<file path="src/rtl/regfile_param_sb.sv">
// -----------------------------------------------------------------------------
// regfile_param_sb
//   Parametrised register file with NUM_RD combinational read ports, an
//   optional hardwired zero register (ZERO_REG) and a per-register busy
//   scoreboard. Decode locks destinations (busy <= 1); writeback writes data
//   and clears busy. A lock and a write to the same register on the same edge
//   leave it busy, because the lock belongs to a newer producer.
//
//   Optional feature macro: REGFILE_BYPASS_EN
//     defined   : a read that hits the register being written this cycle
//                 returns wrData, and its busy flag drops unless it is being
//                 re-locked on the same cycle.
//     undefined : reads always return the stored value; write-to-read
//                 latency is one cycle.
// -----------------------------------------------------------------------------
module regfile_param_sb #(
  parameter int DATA_W   = 64,
  parameter int ADDR_W   = 5,
  parameter int NUM_RD   = 2,
  parameter int ZERO_REG = 31
) (
  input  logic                     clk,
  input  logic                     reset,
  input  logic                     write,
  input  logic [ADDR_W-1:0]        wrAddr,
  input  logic [DATA_W-1:0]        wrData,
  input  logic                     lock,
  input  logic [ADDR_W-1:0]        lockAddr,
  input  logic [NUM_RD*ADDR_W-1:0] rdAddr,
  output logic [NUM_RD*DATA_W-1:0] rdData,
  output logic [NUM_RD-1:0]        rdBusy,
  output logic                     anyBusy,
  output logic [ADDR_W:0]          busyCnt
);

  localparam int DEPTH = 2 ** ADDR_W;
  // A ZERO_REG outside the address range means there is no zero register.
  localparam bit HAS_ZERO = (ZERO_REG >= 0) && (ZERO_REG < DEPTH);
  localparam logic [ADDR_W-1:0] ZERO_ADDR = ADDR_W'(ZERO_REG);

  // True when the address names the hardwired zero register.
  function automatic logic is_zero(input logic [ADDR_W-1:0] addr);
    return HAS_ZERO && (addr == ZERO_ADDR);
  endfunction

  logic [DATA_W-1:0] mem_q [DEPTH];
  logic [DATA_W-1:0] mem_d [DEPTH];
  logic [DEPTH-1:0]  busy_q;
  logic [DEPTH-1:0]  busy_d;
  logic [ADDR_W:0]   busy_cnt_q;
  logic [ADDR_W:0]   busy_cnt_d;
  logic              any_busy_q;
  logic              any_busy_d;

  logic              write_ok_s;
  logic              lock_ok_s;
  logic [ADDR_W-1:0] rd_addr_s;

  assign write_ok_s = write && !is_zero(wrAddr);
  assign lock_ok_s  = lock  && !is_zero(lockAddr);

  // Next-state of storage and scoreboard: write clears busy, lock sets it and wins.
  always_comb begin
    for (int k = 0; k < DEPTH; k++) begin
      mem_d[k]  = (write_ok_s && (wrAddr == ADDR_W'(k))) ? wrData : mem_q[k];
      busy_d[k] = (lock_ok_s && (lockAddr == ADDR_W'(k))) ? 1'b1 :
                  (write_ok_s && (wrAddr == ADDR_W'(k))) ? 1'b0 : busy_q[k];
    end
  end

  // Population count of the next busy vector so busyCnt moves with the busy bits.
  always_comb begin
    busy_cnt_d = '0;
    for (int k = 0; k < DEPTH; k++) begin
      busy_cnt_d = busy_cnt_d + (ADDR_W+1)'(busy_d[k]);
    end
    any_busy_d = |busy_d;
  end

  // State registers; asynchronous reset discards any lock/write of that cycle.
  always_ff @(posedge clk or posedge reset) begin
    if (reset) begin
      for (int k = 0; k < DEPTH; k++) begin
        mem_q[k] <= '0;
      end
      busy_q     <= '0;
      busy_cnt_q <= '0;
      any_busy_q <= 1'b0;
    end else begin
      for (int k = 0; k < DEPTH; k++) begin
        mem_q[k] <= mem_d[k];
      end
      busy_q     <= busy_d;
      busy_cnt_q <= busy_cnt_d;
      any_busy_q <= any_busy_d;
    end
  end

  // Zero-latency read ports with zero-register masking and optional write bypass.
  always_comb begin
    rdData    = '0;
    rdBusy    = '0;
    rd_addr_s = '0;
    for (int i = 0; i < NUM_RD; i++) begin
      rd_addr_s = rdAddr[i*ADDR_W +: ADDR_W];
      if (is_zero(rd_addr_s)) begin
        rdData[i*DATA_W +: DATA_W] = '0;
        rdBusy[i]                  = 1'b0;
      end
`ifdef REGFILE_BYPASS_EN
      else if (write_ok_s && (wrAddr == rd_addr_s)) begin
        rdData[i*DATA_W +: DATA_W] = wrData;
        rdBusy[i]                  = lock && (lockAddr == rd_addr_s);
      end
`endif
      else begin
        rdData[i*DATA_W +: DATA_W] = mem_q[rd_addr_s];
        rdBusy[i]                  = busy_q[rd_addr_s];
      end
    end
  end

  assign anyBusy = any_busy_q;
  assign busyCnt = busy_cnt_q;

endmodule

</file>
<file path="config.mk">
export PLATFORM = sky130hd
export DESIGN_NAME = regfile_param_sb
export DESIGN_NICKNAME = d
export VERILOG_FILES = /design/src/rtl/regfile_param_sb.sv
export SDC_FILE = /design/constraint.sdc
export NUM_CORES = 2
export LEC_CHECK = 0
export CORE_MARGIN = 5
export CORE_UTILIZATION = 30
export CTS_CLUSTER_DIAMETER = 100
export DETAILED_ROUTE_END_ITERATION = 10
export PLACE_DENSITY_LB_ADDON = 0.08
export SLEW_MARGIN = 25
export SYNTH_ARGS = -nofsm -noshare
export SYNTH_HDL_FRONTEND = slang
export SYNTH_SLANG_ARGS = --single-unit
</file>
<file path="constraint.sdc">
create_clock -name clk -period 64.6 [get_ports clk]
set_input_delay 9.69 -clock clk [delete_from_list [all_inputs] [get_ports clk]]
set_output_delay 9.69 -clock clk [all_outputs]
set_load 0.02 [all_outputs]
</file>
==> summary.md <==
| Metric | Value |
|---|---|
| Power Total | `4280 µW` |
| # nets final | `7,192` |
| Post-Synthesis Cells | `7,229` |
| Post-DR wirelength/cell | `34.2 µm` |
| Syn nets | `7,349` |
| Via count | `68,184` |
| Total Die Area | `0.382 mm²` |
| Slew Limit Fails | `0` |
| Crit path max fanout | `47` |
| Pwr/cell area | `33.8 mW/mm²` |
| Synth Register Bits | `2,087` |
| Die H | `618 µm` |
| Reg area | `0.0522 mm²` |
| Hold crit path type | `reg -> reg` |
| Root buf cell | `clkbuf_16` |
| Final Hold Viols | `0` |
| Routability congestion estimate | `0.734` |
| Placed cell area | `0.118 mm²` |
| Commonest non-fill, non-tap cell in the layout | `dfrtp_1` |
| Synthesized area | `0.111 mm²` |
| Ys flop type | `dfrtp_1` |
| DR vias/cell | `5.57` |
| Crit path kind | `in -> out` |
| Setup tns final | `0 ns` |
| Leak | `0.0542 µW` |
| Num CTS Buffers | `272` |
| Post-synthesis sequential area ratio | `0.470` |
| Htree depth | `5` |
| Port bufs | `224` |
| Minimum clock period | `25.42 ns` |
| Worst slew margin | `0.195` |
| CTS resizes | `0` |
| Drt pass-1 iters | `5` |
| Largest net degree at the start of global routing | `157` |
| Clock transition at path regs | `0.05 ns` |
| Core Rows | `223` |
| Starting Density | `0.301` |
| Synth warnings | `0` |
| CTS tree | `done` |
| Max-cap violations | `0` |
| Asr flop ratio synth | `1.00` |
| CTS Hold Bufs | `0` |
| Detailed placement HPWL | `226,000 µm` |
| Initial antenna violation count | `50` |
| Final worst path period share | `0.393` |
| Vias in the first global route | `73,397` |
| Worst Tran Pin Value | `1.18 ns` |
| Synth cell types | `47` |
| Gr usage total | `0.217` |
| DIE WIDTH | `618 µm` |
| FMAX | `0.0393 GHz` |
| Share of post-route cells with drive strength above 1 | `0.522` |
| Worst reg2reg path depth | `13` |
| Skew-Pair Late Insertion Delay | `0.90 ns` |
| Hold Crit Depth | `0` |
| First-pass GRT wire length | `596,000 µm` |
| Area of the multi-input gates | `0.0551 mm²` |
| Post-route cell area | `0.126 mm²` |
| Io pins | `225` |
| Number of flops mapped to enable cells by yosys | `0` |
| Post-route DRC | `0` |
| Synth Area per Inst | `15.4 µm²` |
| VDD IR-drop max | `0.0000639 V` |
| CP endpoint kind | `output pin` |
| Layout fillers | `35,589` |
| CTS sink count | `2,087` |
| Final setup fails | `0` |
| Core area | `0.369 mm²` |
| Critical Path RT | `54.91 ns` |
| RSZ-0062 raised after global routing | `no` |
| Initial DRC count | `5,058` |
| Most frequent cells in the layout | `dfrtp_1 (2,087), mux2_2 (2,043), mux4_2 (1,017)` |
| Longest Clk Path Bufs | `4` |
| Layout Skew | `0.0268 ns` |
| Grt ovf | `0` |
| Total wire length | `418,000 µm` |
| Post-DRT Antenna Nets | `0` |
| Worst Setup Start Kind | `input port` |
| Area grow syn2layout | `13.8%` |
| Status | `complete, no violations` |
| WP data arrival | `15.73 ns` |
| Setup bufs post-CTS | `0` |
[cell usage after synthesis, types with 45 or more instances]
master / n / area [µm²]
dfrtp_1: 2087 / 52200
mux2_2: 2043 / 23000
mux4_2: 1017 / 22900
clkbuf_1: 565 / 2120
mux2i_1: 395 / 3950
buf_2: 187 / 936
nor2_1: 130 / 488
nor3_1: 93 / 465
o22ai_1: 86 / 538
inv_1: 84 / 315
nand2_1: 81 / 304
a211oi_1: 57 / 428
a2111oi_0: 56 / 490
o221ai_1: 56 / 490
buf_4: 48 / 360
a22o_1: 45 / 394
[critical path: stages]
cell and delay [ns]:
buf_8 0.46, buf_4 0.62, buf_4 0.86, buf_4 0.79, buf_4 0.83, mux4_2 0.59, mux2i_1 0.15, nor2_1 0.06
a2111oi_0 0.57, nor3_1 0.24, clkdlybuf4s50_1 0.64
[through the flow]
step,cells,hold WS [ns],util,setup WS [ns]
after floorplan,7229,0.440,-,25.93
after detailed placement,11747,0.382,0.319,39.01
after CTS,12222,0.394,0.343,39.03
final,12231,0.390,0.343,39.18
after global routing,12227,0.408,0.343,38.79
after global placement,11747,0.376,0.319,38.98
[layout make-up]
cell class / count / share of cell area
diodes: 8 / 0.000158
multi-input cells: 4206 / 0.436
flip-flops and latches: 2087 / 0.413
well taps: 4950 / 0.0490
repair buffers: 418 / 0.0289
clock buffers: 410 / 0.0647
clock inverters: 65 / 0.00496
inverters: 87 / 0.00261
[final timing paths]
path                                        from                 endpoint  slack [ns]
max                                    rdAddr[0]               rdData[45]       39.18
min                        mem_q[29]$_DFFE_PP0P_    mem_q[29]$_DFFE_PP0P_        0.39
max reg2reg                 busy_q[13]$_DFF_PP0_     busyCnt[4]$_DFF_PP0_       59.51
min reg2reg                mem_q[29]$_DFFE_PP0P_    mem_q[29]$_DFFE_PP0P_        0.39
max in group asynchronous                  reset  mem_q[1610]$_DFFE_PP0P_       50.84
min in group asynchronous                  reset  mem_q[1393]$_DFFE_PP0P_        9.39
[per-layer routing]
layer  wire length [µm]  global-route usage
met1             187000               0.304
met2             201000               0.356
met4              10700              0.0512
met5                107                   0
met3              19500              0.0307
[registers in the layout, summed over array words and instances (netlist names)]
name     cells
mem_q     2048
busy_q      32
busyCnt      6
anyBusy      1
[power by group]
part	total (µW)	switching, µW	internal, µW
Combinational	1020	440	578
Clock	1520	619	901
Sequential	1740	175	1560
Total	4280	1230	3040
[logic make-up after synthesis]
| logic type | synth area share |
|---|---|
| muxes | 0.449 |
| AOI/OAI and AO/OA | 0.0240 |
| xor gates and xnor gates | 0.000237 |
| buffers and inverters | 0.0360 |
| adders and majority gates | 0.00523 |
| DFF | 0.470 |
| and+or+nand+nor | 0.0149 |
Power figures use the tool's default switching activity.
